## config.mk

```make
export PLATFORM = sky130hd
export DESIGN_NAME = sdram_wb_bridge
export DESIGN_NICKNAME = d
export VERILOG_FILES = /design/src/rtl/sdram_bridge_pkg.sv /design/src/rtl/sdram_line_buf.sv /design/src/rtl/sdram_wb_bridge.sv
export SDC_FILE = /design/constraint.sdc
export NUM_CORES = 1
export LEC_CHECK = 0
export ABC_AREA = 1
export ABC_CLOCK_PERIOD_IN_PS = 3050
export CORE_MARGIN = 5
export CORE_UTILIZATION = 56
export CTS_BUF_LIST = sky130_fd_sc_hd__clkbuf_8
export CTS_CLUSTER_DIAMETER = 60
export CTS_CLUSTER_SIZE = 25
export DETAILED_ROUTE_END_ITERATION = 8
export GPL_TIMING_DRIVEN = 0
export PLACE_DENSITY = 0.82
export SLEW_MARGIN = 20
export SYNTH_ARGS = -nofsm -noshare
export SYNTH_HDL_FRONTEND = slang
export SYNTH_SLANG_ARGS = --single-unit
```

## constraint.sdc

```tcl
create_clock -name sdram_clk -period 3.05 [get_ports sdram_clk]
set_input_delay 0.61 -clock sdram_clk [delete_from_list [all_inputs] [get_ports sdram_clk]]
set_output_delay 0.61 -clock sdram_clk [all_outputs]
set_load 0.02 [all_outputs]
```

## src/rtl/sdram_bridge_pkg.sv

```systemverilog
// rtl/sdram_bridge_pkg.sv - shared state encoding and line geometry helpers for the SDRAM Wishbone bridge
package sdram_bridge_pkg;

  typedef enum logic [2:0] {
    ST_IDLE,
    ST_RD_REQ,
    ST_RD_FILL,
    ST_WR_HI,
    ST_WR_LO,
    ST_ACK
  } state_t;

  function automatic int line_aw(input int burst_length);
    return $clog2(2 * burst_length);
  endfunction

  function automatic int idx_w(input int burst_length);
    return $clog2(burst_length);
  endfunction

endpackage

```

## src/rtl/sdram_line_buf.sv

```systemverilog
// rtl/sdram_line_buf.sv - one-line halfword buffer with burst fill, byte-masked write-through and 32-bit word read
module sdram_line_buf
  import sdram_bridge_pkg::*;
#(
  parameter int BURST_LENGTH = 8,
  localparam int IW = idx_w(BURST_LENGTH)
) (
  input  logic          clk,
  input  logic          fill_en,
  input  logic [IW-1:0] fill_idx,
  input  logic [15:0]   fill_dat,
  input  logic          wt_en,
  input  logic [IW-1:0] wt_idx,
  input  logic [1:0]    wt_sel,
  input  logic [15:0]   wt_dat,
  input  logic [IW-1:0] rd_idx,
  output logic [31:0]   rd_word
);

  logic [15:0] mem [BURST_LENGTH];

  always_ff @(posedge clk) begin
    if (fill_en) begin
      mem[fill_idx] <= fill_dat;
    end
    if (wt_en) begin
      if (wt_sel[1]) mem[wt_idx][15:8] <= wt_dat[15:8];
      if (wt_sel[0]) mem[wt_idx][7:0]  <= wt_dat[7:0];
    end
  end

  // rd_idx is always even; the odd partner holds the low halfword of the word
  assign rd_word = {mem[rd_idx], mem[rd_idx | IW'(1)]};

endmodule

```

## src/rtl/sdram_wb_bridge.sv

```systemverilog
// rtl/sdram_wb_bridge.sv - Wishbone classic 32-bit slave to 16-bit SDRAM controller bridge with one-line read buffer
module sdram_wb_bridge
  import sdram_bridge_pkg::*;
#(
  parameter int BURST_LENGTH = 8
) (
  input  logic        sdram_clk,
  input  logic        sdram_rst,
  input  logic [31:0] wb_adr_i,
  input  logic [31:0] wb_dat_i,
  input  logic [3:0]  wb_sel_i,
  input  logic        wb_we_i,
  input  logic        wb_cyc_i,
  input  logic        wb_stb_i,
  output logic [31:0] wb_dat_o,
  output logic        wb_ack_o,
  output logic [31:0] ctrl_adr_o,
  output logic [15:0] ctrl_dat_o,
  output logic [1:0]  ctrl_sel_o,
  output logic        ctrl_we_o,
  output logic        ctrl_acc_o,
  input  logic        ctrl_ack_i,
  input  logic [15:0] ctrl_dat_i,
  input  logic [31:0] ctrl_adr_i
);

  localparam int LINE_AW = line_aw(BURST_LENGTH);
  localparam int IW      = idx_w(BURST_LENGTH);
  localparam int TW      = 32 - LINE_AW;

  state_t        state;
  logic          acc_r, valid, aborted, cur_we;
  logic [TW-1:0] buf_tag;
  logic [31:0]   cur_adr, adr_sel, rd_word;
  logic [15:0]   lo_dat;
  logic [1:0]    lo_sel;
  logic [IW:0]   fill_cnt;
  logic [IW-1:0] rd_idx;
  logic          req, hit_now, hit_cur, fill_en, wt_en;
  logic          unused_bits;

  assign req        = wb_cyc_i & wb_stb_i & ~wb_ack_o;
  assign hit_now    = valid && (wb_adr_i[31:LINE_AW] == buf_tag);
  assign hit_cur    = valid && (cur_adr[31:LINE_AW] == buf_tag);
  assign ctrl_acc_o = acc_r & ~ctrl_ack_i;

  // IDLE serves hits straight from the bus address; later states use the latched one
  assign adr_sel = (state == ST_IDLE) ? wb_adr_i : cur_adr;
  assign rd_idx  = adr_sel[LINE_AW-1:1] & ~IW'(1);
  assign fill_en = (state == ST_RD_REQ && ctrl_ack_i) || (state == ST_RD_FILL);
  assign wt_en   = ctrl_ack_i && hit_cur && (state == ST_WR_HI || state == ST_WR_LO);

  assign unused_bits = ^{wb_adr_i[1:0], cur_adr[0], ctrl_adr_i[31:LINE_AW], ctrl_adr_i[0]};

  sdram_line_buf #(
    .BURST_LENGTH(BURST_LENGTH)
  ) u_line_buf (
    .clk      (sdram_clk),
    .fill_en  (fill_en),
    .fill_idx (ctrl_adr_i[LINE_AW-1:1]),
    .fill_dat (ctrl_dat_i),
    .wt_en    (wt_en),
    .wt_idx   (ctrl_adr_o[LINE_AW-1:1]),
    .wt_sel   (ctrl_sel_o),
    .wt_dat   (ctrl_dat_o),
    .rd_idx   (rd_idx),
    .rd_word  (rd_word)
  );

  always_ff @(posedge sdram_clk) begin
    if (sdram_rst) begin
      state      <= ST_IDLE;
      wb_ack_o   <= 1'b0;
      wb_dat_o   <= '0;
      ctrl_adr_o <= '0;
      ctrl_dat_o <= '0;
      ctrl_sel_o <= '0;
      ctrl_we_o  <= 1'b0;
      acc_r      <= 1'b0;
      valid      <= 1'b0;
      aborted    <= 1'b0;
      cur_we     <= 1'b0;
      cur_adr    <= '0;
      buf_tag    <= '0;
      lo_dat     <= '0;
      lo_sel     <= '0;
      fill_cnt   <= '0;
    end else begin
      wb_ack_o <= 1'b0;
      // The SDRAM side always finishes; a dropped cycle only suppresses the final ack
      if (state != ST_IDLE && !wb_cyc_i) aborted <= 1'b1;
      case (state)
        ST_IDLE: begin
          aborted <= 1'b0;
          if (req) begin
            cur_adr <= wb_adr_i;
            cur_we  <= wb_we_i;
            lo_dat  <= wb_dat_i[15:0];
            lo_sel  <= wb_sel_i[1:0];
            if (!wb_we_i) begin
              if (hit_now) begin
                wb_ack_o <= 1'b1;
                wb_dat_o <= rd_word;
              end else begin
                valid      <= 1'b0;
                acc_r      <= 1'b1;
                ctrl_we_o  <= 1'b0;
                ctrl_sel_o <= 2'b11;
                ctrl_adr_o <= {wb_adr_i[31:2], 2'b00};
                state      <= ST_RD_REQ;
              end
            end else if (wb_sel_i == 4'b0000) begin
              state <= ST_ACK;
            end else if (wb_sel_i[3:2] != 2'b00) begin
              acc_r      <= 1'b1;
              ctrl_we_o  <= 1'b1;
              ctrl_adr_o <= {wb_adr_i[31:2], 2'b00};
              ctrl_dat_o <= wb_dat_i[31:16];
              ctrl_sel_o <= wb_sel_i[3:2];
              state      <= ST_WR_HI;
            end else begin
              acc_r      <= 1'b1;
              ctrl_we_o  <= 1'b1;
              ctrl_adr_o <= {wb_adr_i[31:2], 2'b10};
              ctrl_dat_o <= wb_dat_i[15:0];
              ctrl_sel_o <= wb_sel_i[1:0];
              state      <= ST_WR_LO;
            end
          end
        end
        ST_RD_REQ: begin
          if (ctrl_ack_i) begin
            acc_r    <= 1'b0;
            fill_cnt <= (IW+1)'(1);
            state    <= ST_RD_FILL;
          end
        end
        ST_RD_FILL: begin
          fill_cnt <= fill_cnt + (IW+1)'(1);
          if (fill_cnt == (IW+1)'(BURST_LENGTH - 1)) begin
            valid   <= 1'b1;
            buf_tag <= cur_adr[31:LINE_AW];
            state   <= ST_ACK;
          end
        end
        ST_WR_HI: begin
          if (ctrl_ack_i) begin
            if (lo_sel != 2'b00) begin
              ctrl_adr_o <= {cur_adr[31:2], 2'b10};
              ctrl_dat_o <= lo_dat;
              ctrl_sel_o <= lo_sel;
              state      <= ST_WR_LO;
            end else begin
              acc_r     <= 1'b0;
              ctrl_we_o <= 1'b0;
              state     <= ST_ACK;
            end
          end
        end
        ST_WR_LO: begin
          if (ctrl_ack_i) begin
            acc_r     <= 1'b0;
            ctrl_we_o <= 1'b0;
            state     <= ST_ACK;
          end
        end
        ST_ACK: begin
          wb_ack_o <= wb_cyc_i & ~aborted;
          if (!cur_we) wb_dat_o <= rd_word;
          state <= ST_IDLE;
        end
        default: state <= ST_IDLE;
      endcase
    end
  end

endmodule

```

# After elaboration in Yosys (flattened, before gate mapping)
# Memories as Yosys holds them, arrays and structs flattened.
# Cells that the tools add are included.
# word_totals
ramBits	128
inputBits	122
regBits	173
mem_count	1
wordCells	155
# op_classes
eq_ne	24
muxes	73
add_sub_neg	1
bitwise_logic	7
n_reduce_logical	33
# mem_list
memory	depth	width	rd	rd_ports_with_merged_regs	wr	line	source
u_line_buf.mem	8	16	2	0	1	sdram_line_buf.sv:20	logic [15:0] mem [BURST_LENGTH];
# ops
cell	n
32-bit two-way mux	10
32-bit case mux with 2 select lines	2
16-bit two-way mux	7
28-bit == test	2
16-bit case mux with 2 select lines	1
3-bit two-way mux	10
1-bit two-way mux	25
2-bit inequality test, second input constant	11
2-bit two-way mux	9
6-bit AND reduction	3
16-bit OR reduction	1
3-bit case mux with 5 select lines	1
7-bit AND reduction	2
2-bit nonzero test	6
5-bit AND reduction	2
3-bit nonzero test	3
4-bit two-way mux	2
4-bit case mux with 2 select lines	1
3-bit by 2-bit == test with 1-bit output, second input constant	2
3-bit == test, second input constant	2
1-bit logical AND	6
2-bit by 1-bit inequality test with 1-bit output, second input constant	3
3-bit inequality test, second input constant	2
1-bit case mux with 3 select lines	2
other kinds (13)	23

# Depth between registers and ports, before layout
# Gate-level depths: netlist (run 1).
# logic_depth
depth_word	8
ltp_mapped	15

# By module
# Synthesis (run 1) repeated with hierarchy kept, for this count alone.
# hier_totals
cells_unflattened	2134
area_unflattened_um2	15476.1
# by_module_without_submodules
module	n_inst	cells_per_inst	area_per_inst_um2	seq_area_each_um2
sdram_wb_bridge	1	1103	7800.0	3403.3
sdram_line_buf	1	1031	7676.1	3843.7

# Least setup slack after synthesis (run 1)
# OpenSTA, ideal clock, no wires.
# synth_timing
path_kind	input-to-reg
startpoint	in ctrl_ack_i
endpoint	mem u_line_buf.mem[0][0] (enable)
t_arrival_ns	2.102
required_ns	2.680
path_buffers	2
path_stages	12
setup_slack_ns	0.578
path_cell_list	clkbuf_2 nand3_1 nor2_1 nand2_1 nor2_1 nand2_1 nor2_4 o21ai_2 buf_6 o21ai_4 nand3_1 nor2_1
# synth_via
elab_chain_cells	6
# synth_rtl
element	line	source
start, declared	sdram_wb_bridge.sv:22	input logic ctrl_ack_i,
1-bit logical AND (2 in a row)	sdram_wb_bridge.sv:51	assign wt_en = ctrl_ack_i && hit_cur && (state == ST_WR_HI || state == ST_WR_LO);
1-bit two-way mux	sdram_line_buf.sv:26	if (wt_en) begin
1-bit two-way mux (on tied branches)	sdram_line_buf.sv:28, sdram_line_buf.sv:27	
16-bit OR reduction (no line)	--	
3-bit two-way mux (no line) / 2-bit two-way mux (equally long branches)	--	
end, declared	sdram_line_buf.sv:20	
# Parallel ways exist; a longest one is shown, timed or not.

# Worst setup path after layout (run 1)
# layout_timing
startpoint	reg state[1]
endpoint	mem u_line_buf.mem[1][4] (enable)
# layout_via
elab_chain_cells	7
# layout_rtl
element	line	source
start, declared	sdram_wb_bridge.sv:31	state_t state;
start signal, assigned	sdram_wb_bridge.sv:72	state <= ST_IDLE;
start signal, assigned	sdram_wb_bridge.sv:110	state <= ST_RD_REQ;
start signal, assigned	sdram_wb_bridge.sv:113	state <= ST_ACK;
3-bit by 2-bit == test with 1-bit output / 3-bit == test (equally long branches)	sdram_wb_bridge.sv:51	
1-bit logical OR	sdram_wb_bridge.sv:51	
1-bit logical AND	sdram_wb_bridge.sv:51	
1-bit two-way mux	sdram_line_buf.sv:26	
1-bit two-way mux (on tied branches)	sdram_line_buf.sv:28, sdram_line_buf.sv:27	
16-bit OR reduction (no line)	--	
3-bit two-way mux (no line) / 2-bit two-way mux (equally long branches)	--	
# Parallel ways exist; a longest one is shown, timed or not.

==> results.md, run 1 <==
* First-pass GRT wire length at 64500 um
* Post-synth cell types at 42
* Initial core utilization at 56.6%
* Most frequent cells in the layout: nand2_1 (340), nor2_1 (288), o21ai_0 (183)
* Detailed Route WL at 42000 um
* Max Cap Viol at 0
* Initial DRC Count at 1060
* ANT cells at 0
* Number of global-route vias before repair at 11900
* Wl on met1 at 15900 um
* Synth warnings at 0
* IO Pins at 207
* Most common cell after layout, fill and taps aside: nand2_1
* Worst endpoint required time at 3.27 ns
* # setup viols final at 0
* Netlist Area Pre-Place at about 14000 um^2
* Final hold vios at 0
* Vias/cell at about 5.6
* Design Area, Final at roughly 16000 um^2
* Initial antenna violation count at 1
* Clock sink total at 298
* Hold buffer count at CTS at 0
* GRT Util Overall at 29.0%
* Share of cells above drive strength 1 at approximately 5.9%
* Cts bufs inserted at 23
* Post-DP Area at 15800 um^2
* Gr ovfl total at 0
* WP buf/inv at 1
* CTS tree: done
* Worst relative slew slack at about two fifths
* Crit path max fanout at 10
* Yosys reg bits at 298
* RSZ-0062 raised after global routing: no
* Die Wd at 166 um
* Root Driver: clkbuf_8
* Sequence of cells on the critical path: nand3_1 -> nand2_1 -> nand3b_1 -> nor2_1 -> nand2_1 -> nor2_4 -> o21ai_2 -> buf_6 -> o21ai_4 -> nand3_1 -> nor2_1
* Static Leak at 6.48 nW
* Post-synth EDFFs at 128
* CP max stage delay at approximately 0.57 ns
* Clk_skew at 0.0264 ns
* Fin crit period at between 2 and 3 ns
* Final ANT Viol Nets at 0
* Number of buffers inserted by port buffering at 172
* H-tree lvl count at 1
* Drt pass-1 iters at 5
* Fmax at 354 MHz
* Slew Viols, Final at 0
* Largest net degree at the start of global routing at 24
* Fin worst setup slack at 0.224 ns
* Design Power at approximately 13 mW
* Wire per inst at roughly 19 um
* Layout area overhead at 19.8%
* Final nets at 2041
* Max clock buf depth at 3
* WL met2 at 20900 um
* DR vias at between 10000 and 15000
* Fraction of registers with async set/reset at 0%
* Crit path capture type: register
* Tcrit/Tclk final at 92.7%
* Pwr dens at 771 nW/um^2
* Post-DP HPWL at 31400 um
* Worst Max-Slew Pin Slew at 0.926 ns
* # rows at 57
* Setup TNS at 0 ns
* Residual DRC at 0
* Dominant synthesized flop cell: dfxtp_1
* Run status: complete, no violations
* Post-Synthesis Cells at 1721
* Die H at 166 um
* Setup crit start kind: register
* Routability cong. at 0.970
* Core ar. at 24200 um^2
* Worst skew pair latency at between 0.5 and 0.6 ns
* Syn nets at 1844
* Clock Pin Slew Worst Setup and Hold Paths at roughly 0.13 ns
* Crit Path Class: reg -> reg
* Die area at 27700 um^2
* CP top delay family: simple AND/OR/NAND/NOR gates
* Place WS at -0.237 ns
* Seq/Total Area, Yosys at 53.0%
* Syn_area_per_cell at 7.95 um^2
* Maximum vdd ir drop at 0.679 mV
* CP max stage cell: nor2_1
* Met3 wire len at 3300 um
* CP Data Arrival Time at roughly 3 ns
* Highest routed layer: met5
* Hold Path Class: reg -> reg
-- worst register-to-register path: cells and delay by family (launching register included) --
family,cells,cell delay (ns)
buffers and inverters,1,0.17
AOI/OAI and AO/OA,2,0.25
DFF,1,0.46
and+or+nand+nor,8,1.60
-- kinds of logic (layout without fill, tap and decap cells) --
kind of cell               Yosys count  in the layout  synth area share [%]
and+or+nand+nor                    793            793                  24.0
AOI/OAI and AO/OA                  364            364                  14.0
DFF                                298            298                  53.0
buffers and inverters              242            455                  7.22
muxes                               16             16                  1.32
xor gates and xnor gates             6              6                 0.384
adders and majority gates            1              1                0.0914
other                                1              1                0.0274
-- where the power goes --
group | internal [mW] | switching, mW
clock | 0.927 | 1.56
sequential | 4.69 | 0.345
combinational | 1.77 | 3.35
-- metal layers --
| layer | vias up | GRT usage, % |
|---|---|---|
| met3 | 122 | 4.07 |
| met5 | - | 0 |
| li1 | 6081 | - |
| met4 | 2 | 12.0 |
| met2 | 620 | 51.2 |
| met1 | 5853 | 35.7 |
-- stage by stage --
step / std cells / hold slack [ns] / util (%)
3_5_place_dp: 2217 / 0.453 / 65.4
5_1_grt: 2258 / 0.490 / 67.8
6_report: 2258 / 0.471 / 67.8
3_3_place_gp: 2217 / 0.447 / 65.4
2_1_floorplan: 1721 / 0.444 / -
4_1_cts: 2258 / 0.474 / 67.7
-- worst paths after layout --
path / end / cells past startpoint / startpoint / slack, ns
max: u_line_buf.mem[1][4] / 11 / state[1] / 0.22
min: ctrl_adr_o[4] / 2 / ctrl_adr_o[4] / 0.47
max reg2reg: u_line_buf.mem[1][4] / 11 / state[1] / 0.22
min reg2reg: ctrl_adr_o[4] / 2 / ctrl_adr_o[4] / 0.47
-- cell type report --
type / instances / area [um^2]
tap: 324 / 405
timing repair buffer: 172 / 1720
inverter: 144 / 544
buffer: 98 / 444
fill: 1981 / 7780
sequential: 298 / 7250
multi-input combinational: 1181 / 5490
clock buffer: 23 / 317
clock inverter: 18 / 229
-- synth_stat cells (2+ instances only) --
cell	count	area, um^2
o21ai_0	183	916
dfxtp_1	170	3400
nand3_2	2	20.0
inv_1	128	480
o22ai_1	32	200
o211ai_1	6	45.0
a21oi_1	117	586
o21ai_1	17	85.1
xor2_1	2	17.5
nand2_2	2	12.5
mux2_1	16	180
xnor2_1	4	35.0
or2_0	18	113
a211oi_1	3	22.5
nor2_4	2	22.5
nand3b_1	3	22.5
buf_2	21	105
nor2_1	303	1140
buf_6	4	45.0
or2_1	14	87.6
o21ai_2	3	26.3
nor3_1	6	30.0
edfxtp_1	128	3840
nand4_1	34	213
buf_4	4	30.0
nand3_1	66	330
inv_2	13	48.8
buf_1	5	18.8
clkbuf_1	60	225
nand2_1	340	1280
clkbuf_2	4	20.0
-- registers in the layout, summed over array words and instances (netlist names), 2 cells and up --
name and cells:
buf_tag 28, ctrl_adr_o 31, ctrl_dat_o 16, ctrl_sel_o 2
cur_adr 30, fill_cnt 4, lo_dat 16, lo_sel 2
state 3, u_line_buf.mem 128, wb_dat_o 32
-- timing repair --
item / 4_1_cts / 5_1_grt
resized for setup: 0 / 15
endpoints found under the setup margin: 0 / 95
buffers inserted: 0 / 0
Note: power is estimated with default switching activity, not from simulation.
==> run 2, diff against run 1 <==
--- a/config.mk
+++ b/config.mk
@@ -8,14 +8,12 @@
 export ABC_AREA = 1
 export ABC_CLOCK_PERIOD_IN_PS = 3050
 export CORE_MARGIN = 5
-export CORE_UTILIZATION = 56
+export CORE_UTILIZATION = 40
 export CTS_BUF_LIST = sky130_fd_sc_hd__clkbuf_8
 export CTS_CLUSTER_DIAMETER = 60
 export CTS_CLUSTER_SIZE = 25
 export DETAILED_ROUTE_END_ITERATION = 8
 export GPL_TIMING_DRIVEN = 0
-export PLACE_DENSITY = 0.82
-export SLEW_MARGIN = 20
 export SYNTH_ARGS = -nofsm -noshare
 export SYNTH_HDL_FRONTEND = slang
 export SYNTH_SLANG_ARGS = --single-unit
==> results.md, run 2 (same netlist as run 1, synthesis figures left out) <==
* Run status: complete, no violations
* Worst hold path startpoint: ctrl_adr_o[9]
* Gr ovfl total at 0 (unchanged)
* Layout area overhead at 21.1%
* RSZ-0062 raised after global routing: no
* Setup crit start kind: register
* Slew Viols, Final at 0 (unchanged)
* FF-to-FF End: u_line_buf.mem[6][0]
* Hold Crit Depth at 2 (unchanged)
* NetSw at 5.28 mW (+0.44%)
* # rows at 67 (+18%)
* Share of cells above drive strength 1 at 6.03% (+0.088 points)
* H-tree lvl count at 1 (unchanged)
* Worst r2r path cells at 12 (+1)
* Post-CTS Setup Bufs at 0 (unchanged)
* Die area at 38000 um^2 (+37%)
* Fmax at 356 MHz (+0.58%)
* Final core occ at 49.3% (-19 points)
* CTS tree: done
* Post-Place Cells at 2341 (+5.6%)
* Fin crit period at 2.81 ns (-0.0163 ns)
* ANT cells at 0 (unchanged)
* Max clock buf depth at 3 (unchanged)
* Die H at 195 um (+17%)
* Root Driver: clkbuf_8
* Worst skew pair latency at 0.60 ns (+0.02 ns)
* Design Area, Final at 16600 um^2 (+1.1%)
* Static Leak at 6.48 nW (about the same)
* Tcrit/Tclk final at 92.1% (-0.53 points)
* Crit Path Class: reg -> reg
* Hold_ws at 0.470 ns (-0.00181 ns)
* Clock sink total at 298 (unchanged)
* Post-DP Area at 16000 um^2 (+0.98%)
* Maximum vdd ir drop at 0.497 mV (-27%)
* Largest Register: u_line_buf.mem
* DR vias at 12300 (-3.1%)
* Reg2Reg Setup Slack at 0.24 ns (+0.02 ns)
* Crit path capture type: register
* # setup viols final at 0 (unchanged)
* Internal at 7.42 mW (+0.49%)
* Most common cell after layout, fill and taps aside: nand2_1
* Final nets at 2043 (+0.098%)
* Final hold vios at 0 (unchanged)
* Largest regs: u_line_buf.mem (128), wb_dat_o (32), ctrl_adr_o (31)
* Worst endpoint required time at 3.26 ns (about the same)
* Clock share of power at 19.9% (+0.2 points)
* Hold Path Class: reg -> reg
* Max Cap Viol at 0 (unchanged)
* Initial core utilization at 40.7% (-16 points)
* Wire per inst at 18.7 um (+0.40%)
* Most frequent cells in the layout: nand2_1 (340), nor2_1 (290), o21ai_0 (183)
* Routability cong. at 0.987 (+1.8%)
* Pwr dens at 766 nW/um^2 (-0.61%)
* Largest net degree at the start of global routing at 23 (-4.2%)
* Drt pass-1 iters at 5 (unchanged)
* Residual DRC at 0 (unchanged)
* Crit path max fanout at 8 (-2)
* Max reg flops at 128 (unchanged)
* Die Wd at 195 um (+17%)
* Initial antenna violation count at 0 (-1)
* Cts bufs inserted at 25 (+8.7%)
* GRT Util Overall at 22.4% (-6.6 points)
* Fin cells at 2387 (+5.7%)
* Number of buffers inserted by port buffering at 172 (unchanged)
* IO Pins at 207 (unchanged)
* First-pass GRT wire length at 67700 um (+4.9%)
* Launching point of the worst reg2reg path: buf_tag[24]
* Number of global-route vias before repair at 11800 (-0.16%)
* Hold Path Sink: ctrl_adr_o[9]
* Final ANT Viol Nets at 0 (unchanged)
* Clk_skew at 0.0641 ns (+0.0377 ns)
* Initial DRC Count at 937 (-12%)
* Vias/cell at 5.15 (-8.3%)
* Setup TNS at 0 ns (unchanged)
* Switching Fraction at 41.5% (about the same)
* Worst Max-Slew Pin Slew at 0.911 ns (-0.0142 ns)
* Worst relative slew slack at 39.2% (+0.95 points)
* CP Data Arrival Time at 3.02 ns (-0.02 ns)
* Reg power frac at 39.8% (about the same)
* Core ar. at 33600 um^2 (+39%)
* Combinational Power Share at 40.3% (-0.2 points)
* Clock Pin Slew Worst Setup and Hold Paths at 0.12 ns (about the same)
* Detailed Route WL at 44500 um (+6.1%)
* Post-DP HPWL at 33600 um (+7.1%)
## run 2: cell type report
class,count,area [um^2]
multi-input cells,1181,5480
repair buffers,172,1720
well taps,448,561
inverters,144,544
flip-flops and latches,298,7250
clock buffers,25,344
fillers,3255,17000
plain buffers,98,444
clock inverters,21,229
## run 2: how the worst max path moves through the flow
stage | from | endpoint
after global routing | state[1] | u_line_buf.mem[3][12]
after floorplan | ctrl_ack_i | u_line_buf.mem[0][0]
after detailed placement | ctrl_ack_i | u_line_buf.mem[3][14]
after global placement | ctrl_ack_i | u_line_buf.mem[3][15]
after CTS | cur_adr[17] | u_line_buf.mem[3][14]
final | buf_tag[24] | u_line_buf.mem[6][0]
## run 2: routing by layer
layer  global-route usage [%]  part of all wire (%)
met1                     29.9                    44
met2                     37.7                    47
met3                     3.12                   5.7
met4                     7.24                   3.2
met5                        0                     0
## run 2: metrics by stage
stage / setup slack (ns) / total power [mW]
after detailed placement: -0.205 / 10.2
after floorplan: 0.578 / 8.19
after global placement: -0.183 / 10.2
final: 0.240 / 12.7
after CTS: 0.000345 / 12.7
after global routing: 0.0211 / 13.5
## run 2: critical path: stages, from the launching register on
cell and delay (ns):
dfxtp_1 0.39, inv_2 0.06, nand2_1 0.13, nand2_1 0.07, nor2_1 0.10, nand2_1 0.06, nor2_1 0.20, nand2_1 0.07
nor2_1 0.34, o211ai_1 0.15, nand2_1 0.15, nand3_1 0.12, nor2_1 0.57
## run 2: what timing repair did
item | in CTS | in global routing
endpoints found under the setup margin | 0 | 88
resized for setup | 0 | 13
hold buffers | 0 | 0
## run 2: power by group through the flow
stage / logic (mW) / clock network [mW] / registers (mW)
2_1_floorplan: 2.83 / 0 / 5.36
3_3_place_gp: 5.03 / 0 / 5.12
3_5_place_dp: 5.06 / 0 / 5.13
4_1_cts: 5.08 / 2.58 / 5.05
5_1_grt: 5.62 / 2.74 / 5.10
6_report: 5.12 / 2.53 / 5.05
